### config.mk
export PLATFORM = sky130hd
export DESIGN_NAME = pipeline_ctrl
export DESIGN_NICKNAME = d
export VERILOG_FILES = /design/src/rtl/pipeline_ctrl.sv
export SDC_FILE = /design/constraint.sdc
export NUM_CORES = 1
export LEC_CHECK = 0
export BUFFER_PORTS_ARGS = -buffer_cell sky130_fd_sc_hd__buf_2
export CORE_ASPECT_RATIO = 1.1
export CORE_MARGIN = 1
export CORE_UTILIZATION = 30
export CTS_BUF_LIST = sky130_fd_sc_hd__clkbuf_8 sky130_fd_sc_hd__clkbuf_16
export CTS_CLUSTER_SIZE = 14
export DETAILED_ROUTE_END_ITERATION = 7
export GPL_TIMING_DRIVEN = 0
export SLEW_MARGIN = 15
export SYNTH_ARGS = -nofsm -noshare
export SYNTH_HDL_FRONTEND = slang
export SYNTH_SLANG_ARGS = --single-unit
### constraint.sdc
create_clock -name clk -period 2.75 [get_ports clk]
set_clock_uncertainty 0.2 [all_clocks]
set_input_delay 0.825 -clock clk [delete_from_list [all_inputs] [get_ports clk]]
set_output_delay 0.825 -clock clk [all_outputs]
set_load 0.1 [all_outputs]
### src/rtl/pipeline_ctrl.sv
// Stage-sequencing controller for the IF/ID/EX/WB core: stalls the pipe for
// LSU transactions, squashes wrong-path work on taken branches, halts on LSU timeout.
//
// state    | meaning
// RUN      | normal issue; detects memory ops and taken branches in EX
// MEM_REQ  | LSU request held high until accepted
// MEM_RESP | request accepted, waiting for the LSU response
// HALT     | LSU timed out; pipe frozen until reset
module pipeline_ctrl #(
  parameter int unsigned TIMEOUT = 1023
) (
  input  logic       clk,
  input  logic       rst_n,
  input  logic       ifu_valid,
  input  logic       ifu_busy,
  input  logic       EX_MemRd,
  input  logic       EX_MemWr,
  input  logic       EX_BranchTaken,
  input  logic       lsu_req_ready,
  input  logic       lsu_resp_valid,
  output logic       PC_Wr,
  output logic       IDReg_Wr,
  output logic       EXReg_Wr,
  output logic       WBReg_Wr,
  output logic       IDReg_Flush,
  output logic       EXReg_Flush,
  output logic       WBReg_Flush,
  output logic       ifu_ack,
  output logic       lsu_req_valid,
  output logic       timeout_err,
  output logic [1:0] ctrl_state
);

  typedef enum logic [1:0] {
    RUN      = 2'd0,
    MEM_REQ  = 2'd1,
    MEM_RESP = 2'd2,
    HALT     = 2'd3
  } state_t;

  localparam logic [15:0] CNT_LAST = 16'(TIMEOUT - 1);

  state_t      r_state;
  state_t      w_state_nxt;
  logic [15:0] r_cnt;
  logic [15:0] w_cnt_nxt;
  logic        r_drop_pending;
  logic        w_drop_nxt;
  logic        r_timeout_err;
  logic        w_terr_nxt;

  logic        w_cnt_last;
  logic [15:0] w_cnt_inc;

  // Fetch-side outcome, used wherever EX advances
  logic        w_f_pc_wr;
  logic        w_f_id_wr;
  logic        w_f_id_flush;
  logic        w_f_ack;
  logic        w_f_drop_nxt;

  logic        w_pc_wr;
  logic        w_id_wr;
  logic        w_ex_wr;
  logic        w_wb_wr;
  logic        w_id_flush;
  logic        w_ex_flush;
  logic        w_wb_flush;
  logic        w_ack;
  logic        w_lsu_req;

  assign w_cnt_last = (r_cnt == CNT_LAST);
  assign w_cnt_inc  = w_cnt_last ? r_cnt : r_cnt + 16'd1;

  always_comb begin
    w_f_pc_wr    = 1'b0;
    w_f_id_wr    = 1'b0;
    w_f_id_flush = 1'b0;
    w_f_ack      = 1'b0;
    w_f_drop_nxt = r_drop_pending;
    if (!ifu_valid) begin
      w_f_id_flush = 1'b1;
    end else if (!r_drop_pending) begin
      w_f_pc_wr = 1'b1;
      w_f_id_wr = 1'b1;
      w_f_ack   = 1'b1;
    end else begin
      // Wrong-path fetch that was in flight at the branch: consume and discard
      w_f_id_flush = 1'b1;
      w_f_ack      = 1'b1;
      w_f_drop_nxt = 1'b0;
    end
  end

  always_comb begin
    w_state_nxt = r_state;
    w_cnt_nxt   = r_cnt;
    w_drop_nxt  = r_drop_pending;
    w_terr_nxt  = r_timeout_err;
    w_pc_wr     = 1'b0;
    w_id_wr     = 1'b0;
    w_ex_wr     = 1'b0;
    w_wb_wr     = 1'b0;
    w_id_flush  = 1'b0;
    w_ex_flush  = 1'b0;
    w_wb_flush  = 1'b0;
    w_ack       = 1'b0;
    w_lsu_req   = 1'b0;

    case (r_state)
      RUN: begin
        if (EX_MemRd || EX_MemWr) begin
          w_wb_flush  = 1'b1;
          w_state_nxt = MEM_REQ;
          w_cnt_nxt   = 16'd0;
        end else if (EX_BranchTaken) begin
          w_pc_wr    = 1'b1;
          w_id_flush = 1'b1;
          w_ex_flush = 1'b1;
          w_wb_wr    = 1'b1;
          w_ack      = ifu_valid;
          w_drop_nxt = ifu_busy;
        end else begin
          w_ex_wr    = 1'b1;
          w_wb_wr    = 1'b1;
          w_pc_wr    = w_f_pc_wr;
          w_id_wr    = w_f_id_wr;
          w_id_flush = w_f_id_flush;
          w_ack      = w_f_ack;
          w_drop_nxt = w_f_drop_nxt;
        end
      end

      MEM_REQ: begin
        w_lsu_req  = 1'b1;
        w_wb_flush = 1'b1;
        w_cnt_nxt  = w_cnt_inc;
        if (lsu_req_ready) begin
          w_state_nxt = MEM_RESP;
        end else if (w_cnt_last) begin
          w_state_nxt = HALT;
          w_terr_nxt  = 1'b1;
        end
      end

      MEM_RESP: begin
        if (lsu_resp_valid) begin
          w_ex_wr     = 1'b1;
          w_wb_wr     = 1'b1;
          w_pc_wr     = w_f_pc_wr;
          w_id_wr     = w_f_id_wr;
          w_id_flush  = w_f_id_flush;
          w_ack       = w_f_ack;
          w_drop_nxt  = w_f_drop_nxt;
          w_state_nxt = RUN;
        end else begin
          w_wb_flush = 1'b1;
          w_cnt_nxt  = w_cnt_inc;
          if (w_cnt_last) begin
            w_state_nxt = HALT;
            w_terr_nxt  = 1'b1;
          end
        end
      end

      default: begin
        w_state_nxt = HALT;
      end
    endcase
  end

  always_ff @(posedge clk) begin
    if (!rst_n) begin
      r_state        <= RUN;
      r_cnt          <= 16'd0;
      r_drop_pending <= 1'b0;
      r_timeout_err  <= 1'b0;
    end else begin
      r_state        <= w_state_nxt;
      r_cnt          <= w_cnt_nxt;
      r_drop_pending <= w_drop_nxt;
      r_timeout_err  <= w_terr_nxt;
    end
  end

  // Reset gates every output combinationally, including an in-flight request
  assign PC_Wr         = rst_n & w_pc_wr;
  assign IDReg_Wr      = rst_n & w_id_wr;
  assign EXReg_Wr      = rst_n & w_ex_wr;
  assign WBReg_Wr      = rst_n & w_wb_wr;
  assign IDReg_Flush   = rst_n & w_id_flush;
  assign EXReg_Flush   = rst_n & w_ex_flush;
  assign WBReg_Flush   = rst_n & w_wb_flush;
  assign ifu_ack       = rst_n & w_ack;
  assign lsu_req_valid = rst_n & w_lsu_req;
  assign timeout_err   = rst_n & r_timeout_err;
  assign ctrl_state    = rst_n ? r_state : 2'd0;

endmodule
Yosys cells after proc, flatten, opt, wreduce, memory -nomap -nowiden
Cells that the tools add are included.
{"block": "totals", "register_bits": 20, "latchBits": 0, "mem_bits_rw": 0, "romBits": 0, "output_inout_bits": 12, "elab_cells": 83, "mem_count": 0}
{"block": "classes", "add_sub_neg": 1, "mul": 0, "div": 0, "order_cmp": 0, "eq_ne": 8, "shift": 0, "muxes": 52, "n_bitwise": 10, "n_reduce_logical": 8}
{"op": "$mux W16", "n": 3}
{"op": "$pmux W16 S3", "n": 1}
{"op": "$mux W1", "n": 33}
{"op": "$add A16 B1 Y16 const B", "n": 1}
{"op": "$eq A16 B10 Y1 const B", "n": 1}
{"op": "$pmux W1 S2", "n": 8}
{"op": "$and A1 B1 Y1", "n": 10}
{"op": "$mux W2", "n": 5}
{"op": "$ne A2 B2 Y1 const B", "n": 5}
{"op": "$reduce_and A3 Y1", "n": 3}
{"op": "$pmux W2 S3", "n": 1}
{"op": "$reduce_bool A2 Y1", "n": 2}
{"op": "$pmux W1 S3", "n": 1}
{"op": "$reduce_bool A3 Y1", "n": 1}
{"op": "$eq A2 B1 Y1 const B", "n": 1}
{"op": "$eq A2 B2 Y1 const B", "n": 1}
{"op": "$logic_not A2 Y1", "n": 1}
{"op": "$logic_or A1 B1 Y1", "n": 1}

Longest topological paths before layout
Gate-level depths: netlist of the first run.
{"block": "logic_depth", "word_depth": 6, "mapped_depth": 8, "mapped_depth_nobuf": 6}

Worst setup path before layout of the first run
No wires, ideal clock.
{"block": "synth_path", "path_type": "input-to-output", "from": "input port EX_MemWr", "to": "output port IDReg_Wr", "arrival_time_ns": 3.919, "required_ns": 1.725, "setup_slack_ns": -2.194, "cell_stages": 5, "path_cell_list": "or3b_2 clkbuf_1 nand2_1 nand2_1 a211oi_1"}
{"block": "synth_between", "elab_chain_len": 4}
{"element": "start, declared", "line_no": "17", "rtl": "input logic EX_MemWr,"}
{"element": "$logic_or A1 B1 Y1", "line_no": "112", "rtl": "if (EX_MemRd || EX_MemWr) begin"}
{"element": "$mux W1", "line_no": "112"}
{"element": "$pmux W1 S2", "line_no": "110", "rtl": "case (r_state)"}
{"element": "$and A1 B1 Y1", "line_no": "188", "rtl": "assign IDReg_Wr = rst_n & w_id_wr;"}
{"element": "end, declared", "line_no": "22", "rtl": "output logic IDReg_Wr,"}
Every way passes these cells.

Worst setup path in the final report of the first run
Same ends and word-level chain as after synthesis.

==> key figures, run 1 <==
Run status
  • Status: complete, but fails checks
  • Failing checks: negative setup slack

Yosys
  • Post-Syn Instances: 167
  • Yosys top cell by area: dfxtp_1
  • Main combinational cell family by area after synthesis: simple AND/OR/NAND/NOR gates
  • Syn nets: 182
  • Syn avg cell area: 8.01 µm²
  • Synth Flop Type: dfxtp_1
  • Register area share after synthesis: 0.299
  • Post-synthesis xor/xnor area fraction: 0
  • Area contributors post-synth: dfxtp_1 30%, mux2i_1 6.7%, ha_1 5.6%
  • Synth Area in Compound Gates: 0.209
  • Post-synthesis mux area share: 0.0674
  • Synth top cells by count: 20 x dfxtp_1, 20 x nand2_1, 11 x a21oi_1
  • EDFF count, synth: 0
  • Async SR Flop Fraction: 0
  • Mapped Area: 1340 µm²
  • Top cell type's share of synthesized area: 0.299
  • Synth unique cells: 37
  • Simple-Gate Fraction of Synth Area: 0.321
  • Yosys warns: 0
  • Synthesized flop and latch total: 20
  • Adder-cell area share of the yosys netlist: 0.0561

Critical path
  • Max stage delay on crit path: 400 ps
  • Worst r2r src: r_state[0]
  • Crit start category: primary input
  • Crit path buffers/inverters: 2
  • Crit path cell chain: buf_8, or3b_4, nand2_4, nand2_8, a211oi_4, buf_12
  • Flop-to-flop setup slack: 270 ps
  • R2R depth: 8
  • CP startpoint: EX_MemWr
  • Crit path max fanout: 5
  • Worst Path Required: 1730 ps
  • CP endpoint kind: primary output
  • Delay-heaviest family, CP: simple AND/OR/NAND/NOR gates
  • Slowest-stage cell, CP: or3b_4
  • Worst R2R End: r_cnt[6]
  • CP Depth: 6
  • Crit path kind: primary input to primary output
  • WP data arrival: 1930 ps
  • Crit path to: IDReg_Wr

Flow run
  • Maxcap violations: 0

Clock network
  • H-Tree Depth: 1
  • CTS buffer count: 3
  • # hold bufs at CTS: 0
  • CTS Sinks: 20
  • CTS tree: built
  • Clk buf depth: 2
  • CTS root buf: clkbuf_8
  • Clock Latency Late Sink: 270 ps
  • Clock-pin slew of the registers on the worst-case setup and hold paths: 80 ps

Detailed routing
  • Routed wire length: 3.43 mm
  • Number of DRC markers in iteration 0: 32
  • # DRC: 0
  • TritonRoute pass-1 iters: 4
  • Antenna viol nets, final: 0
  • Vias per inst: 5.35
  • Via count: 1347
  • Wire length per cell: 13.6 µm

Layout
  • Share of cells above drive strength 1: 0.343
  • Fin nets: 214
  • Multi-input gate area: 1020 µm²
  • Area Overhead vs Synth: 45.7%
  • # diodes: 0
  • FF+latch area: 403 µm²
  • Filler Cell Count: 416
  • Final Util: 0.455

Timing
  • Final critical-path setup slack: -200 ps
  • Fmax achieved: 339 MHz
  • Setup tns final: -1090 ps
  • RSZ-0062 raised after global routing: true
  • Least-Margin Pin Slew: 600 ps
  • Max_slew headroom: 0.596
  • Final Hold Viols: 0
  • Final setup vio count: 7
  • Hold_ws: 288 ps
  • Max Slew Vio Count: 0
  • Crit path time final: 2950 ps
  • Final Cycle Share: 1.07

Global route
  • Global Route Usage Sum: 0.162
  • GRT overflow: 0
  • Largest net degree at the start of global routing: 13
  • Initial antenna violation count: 0
  • First-pass GRT wire length: 6.06 mm
  • Vias in the first global route: 1240

Floorplan
  • IO Pins: 21
  • Die height: 72.0 µm
  • Initial Util: 0.312
  • Die area: 4730 µm²
  • Core box area: 4290 µm²
  • Rows: 25
  • Chip width: 65.7 µm

Placement
  • PortBufs: 20
  • Pre-CTS setup slack: -535 ps
  • Gpl congestion: 0.820
  • DP HPWL: 2.38 mm

Power
  • VDD IR max: 205 µV
  • Pwr Density: 547 nW/µm²
  • Lkg Pwr: 0.687 nW
  • Tot Pwr: 1.06 mW

Hold path
  • Hold Crit Class: register to register
  • Worst hold start: r_drop_pending
## tightest hold or removal path, delay by kind of cell (launching register included)
family | cells | cell delay, ps
AOI/OAI and AO/OA | 2 | 130
DFF | 1 | 310
## per-layer routing
layer	routed length [µm]	vias up	track usage
met3	98	5	0.0189
li1	-	682	-
met1	1620	639	0.219
met4	47	0	0.0580
met5	0	-	0
met2	1660	21	0.263
## placed cells by master, fill, tap and decap left out, drive strengths merged, types with 2 or more instances in the layout
master	Yosys	routed
mux2i	9	9
nand3	7	7
a21oi	11	11
nor2	7	7
dfxtp	20	20
nand4	4	4
or2	2	2
o211ai	2	2
nor2b	3	3
and2	2	2
or3	5	5
or3b	2	2
o21ai	8	8
nand2	20	20
inv	7	7
a2111oi	3	3
nand2b	10	10
and3	4	4
ha	6	6
or4	3	3
and4	2	2
buf	3	31
o22ai	2	2
clkbuf	4	6
o31ai	3	3
a21o	2	2
a211oi	8	8
## worst min path at each step
stage | end | slack, ps | cells after the start
global route | r_drop_pending | 300 | 2
CTS | r_drop_pending | 300 | 2
global placement | r_drop_pending | 260 | 2
detailed placement | r_cnt[6] | 280 | 2
finish | r_drop_pending | 290 | 2
floorplan | r_drop_pending | 240 | 2
## what timing repair did
item / CTS / global route
hold endpoints to repair: 0 / 0
endpoints found under the setup margin: 8 / 9
buffers inserted: 5 / 3
pin swaps: 5 / 5
gates resized for setup: 43 / 5
## power breakdown
group	internal [mW]	switching (mW)	leakage, nW
Combinational	0.163	0.281	0.489
Clock	0.195	0.110	0.0357
Sequential	0.302	0.0143	0.162
## registers in the layout, indices dropped and copies added (netlist names)
register        flops
r_cnt              16
r_drop_pending      1
r_state             2
r_timeout_err       1
## cells by family (layout without fill, tap and decap cells)
kind of cell	Yosys count	in the layout
simple gates	75	75
fa+ha+maj	6	6
flops	20	20
compound gates	43	43
buf+inv	14	45
mux	9	9
## metrics by stage
step                      area (µm²)  cells
after CTS                       1910    249
after floorplan                 1490    167
after global placement          1660    241
after detailed placement        1660    241
final                           1950    252
after global routing            1950    252
## cell type report
cell class / instances / area share
clock inverters: 1 / 0.0154
well taps: 54 / 0.0347
plain buffers: 6 / 0.0328
flip-flops and latches: 20 / 0.207
inverters: 7 / 0.0186
multi-input cells: 133 / 0.523
repair buffers: 28 / 0.148
clock buffers: 3 / 0.0212
Power figures use the tool's default switching activity.
==> run 2: changes to the inputs <==
--- a/config.mk
+++ b/config.mk
@@ -5,6 +5,7 @@
 export SDC_FILE = /design/constraint.sdc
 export NUM_CORES = 1
 export LEC_CHECK = 0
+export ABC_CLOCK_PERIOD_IN_PS = 2700
 export BUFFER_PORTS_ARGS = -buffer_cell sky130_fd_sc_hd__buf_2
 export CORE_ASPECT_RATIO = 1.1
 export CORE_MARGIN = 1
==> constraint.sdc (replaced) <==
create_clock -name clk -period 2.7 [get_ports clk]
set_clock_uncertainty 0.2 [all_clocks]
set_input_delay 0.81 -clock clk [delete_from_list [all_inputs] [get_ports clk]]
set_output_delay 0.81 -clock clk [all_outputs]
set_load 0.1 [all_outputs]
==> key figures, run 2 (synthesis results as in run 1) <==
Run status
  • Status: complete, but fails checks
  • Failing checks: negative setup slack

Timing
  • Max_slew headroom: 0.561 (-0.0350)
  • Least-Margin Pin Slew: 652 ps (+51.9 ps)
  • Max Slew Vio Count: 0 (unchanged)
  • Final critical-path setup slack: -219 ps (-18.8 ps)
  • Crit path time final: 2920 ps
  • Hold_ws: 279 ps (-8.90 ps)
  • Setup tns final: -1060 ps (+29.4 ps)
  • RSZ-0062 raised after global routing: true
  • Final setup vio count: 6 (-1)
  • Final Cycle Share: 1.08
  • Final Hold Viols: 0 (unchanged)
  • Fmax achieved: 343 MHz

Power
  • Sequential share of power: 0.324 (+0.027)
  • Combinational fraction of design power: 0.470 (+0.053)
  • Cell Int Power: 586 µW (-11%)
  • VDD IR max: 279 µV (+36%)
  • Sw frac: 0.416 (+0.0359)
  • Clock group share of total power: 0.206 (-0.080)
  • Sw Pwr: 417 µW (+3.2%)
  • Lkg Pwr: 0.675 nW (-1.7%)
  • Pwr Density: 514 nW/µm² (-5.9%)

Clock network
  • Clk buf depth: 2 (unchanged)
  • CTS buffer count: 3 (unchanged)
  • Clock Latency Late Sink: 270 ps (about the same)
  • H-Tree Depth: 1 (unchanged)
  • Clock-pin slew of the registers on the worst-case setup and hold paths: 80 ps (about the same)
  • CTS Sinks: 20 (unchanged)
  • CTS tree: built
  • CTS root buf: clkbuf_8

Layout
  • Fin cells: 250 (-0.79%)
  • Commonest non-fill, non-tap cells in the layout: 18 x dfxtp_1, 16 x nand2_1, 10 x nand2b_1, 10 x buf_2
  • # diodes: 0 (unchanged)
  • Regs by FF count: r_cnt x16, r_state x2
  • Cell area after layout: 1950 µm² (+0.19%)
  • Most flops, register: r_cnt
  • Fin nets: 213 (-0.47%)
  • Leading cell type in the layout, fill and taps excluded: dfxtp_1
  • Max FFs per register: 16 (unchanged)
  • Share of cells above drive strength 1: 0.347 (+0.00350)
  • Area Overhead vs Synth: 45.9%

Detailed routing
  • Number of DRC markers in iteration 0: 44 (+38%)
  • Routed wire length: 3.50 mm (+2.1%)
  • TritonRoute pass-1 iters: 6 (+2)
  • Vias per inst: 5.30 (-0.85%)
  • Via count: 1325 (-1.6%)
  • # DRC: 0 (unchanged)
  • Antenna viol nets, final: 0 (unchanged)
  • Wire length per cell: 14.0 µm (+2.9%)

Placement
  • Gpl congestion: 0.748 (-8.8%)
  • DP HPWL: 2.43 mm (+2.1%)
  • DP Area: 1670 µm² (+0.45%)
  • Pre-CTS setup slack: -571 ps (-36.5 ps)
  • PortBufs: 20 (unchanged)
  • Cells after DPL: 241 (unchanged)

Hold path
  • Hold Crit Class: register to register
  • Hold path cells: 2 (unchanged)

Global route
  • Initial antenna violation count: 0 (unchanged)
  • GRT overflow: 0 (unchanged)
  • Largest net degree at the start of global routing: 11 (-2)
  • Vias in the first global route: 1236 (-0.32%)
  • Global Route Usage Sum: 0.158 (-0.00409)
  • First-pass GRT wire length: 5.78 mm (-4.7%)

Critical path
  • Crit path kind: primary input to primary output
  • Crit start category: primary input
  • WP data arrival: 1910 ps (-20 ps)
  • Crit path max fanout: 5 (unchanged)
  • Worst Path Required: 1690 ps (-40 ps)
  • CP endpoint kind: primary output
  • R2R depth: 6 (-2)

Floorplan
  • IO Pins: 21 (unchanged)
  • Core box area: 4290 µm² (unchanged)
  • Chip width: 65.7 µm (unchanged)
  • Rows: 25 (unchanged)
  • Initial Util: 0.312 (unchanged)
  • Die height: 72.0 µm (unchanged)
  • Die area: 4730 µm² (unchanged)

Flow run
  • Maxcap violations: 0 (unchanged)
==> run 2: final timing paths <==
kind	slack, ps	start	endpoint
setup / recovery	-220	EX_MemWr	IDReg_Flush
hold / removal	280	r_drop_pending	r_drop_pending
setup reg to reg	260	r_state[0]	r_cnt[6]
hold reg to reg	280	r_drop_pending	r_drop_pending
==> run 2: cell type report <==
| class | instances | area, µm² |
|---|---|---|
| Buffer | 6 | 65.1 |
| Timing Repair Buffer | 27 | 297 |
| Multi-Input combinational cell | 133 | 1040 |
| Fill cell | 390 | 2330 |
| Tap cell | 54 | 67.6 |
| Sequential cell | 20 | 405 |
| Clock buffer | 3 | 41.3 |
| Inverter | 7 | 36.3 |
==> run 2: repair_timing <==
| item | in CTS | in global routing |
|---|---|---|
| resized for setup | 47 | 13 |
| hold buffers | 0 | 0 |
| pin swaps | 5 | 7 |
| buffers inserted | 4 | 3 |
| setup endpoints to repair | 9 | 9 |
| gates cloned | 0 | 0 |
==> run 2: power by group through the flow <==
stage,sequential [mW],clock (mW),combinational (mW)
after global placement,0.325,0,0.386
final,0.325,0.207,0.471
after detailed placement,0.326,0,0.388
after global routing,0.328,0.225,0.502
after floorplan,0.322,0,0.318
after CTS,0.320,0.214,0.449
==> run 2: per-stage QoR <==
stage               utilization  power, mW
floorplan                     -      0.640
global placement          0.389      0.710
detailed placement        0.389      0.714
CTS                       0.441      0.982
finish                    0.455       1.00
global route              0.455       1.06
==> run 2: critical path: stages <==
cell and delay (ps):
buf_8 100, or3b_4 410, nand2_4 100, nand2_8 70, buf_6 120, nor2_4 110, buf_12 180
==> run 2: per-layer routing <==
metal / track usage / wire length, µm / up-vias
li1: - / - / 680
met4: 0.0725 / 80 / 0
met1: 0.203 / 1650 / 612
met3: 0.0189 / 99 / 7
met5: 0 / 0 / -
met2: 0.262 / 1670 / 26
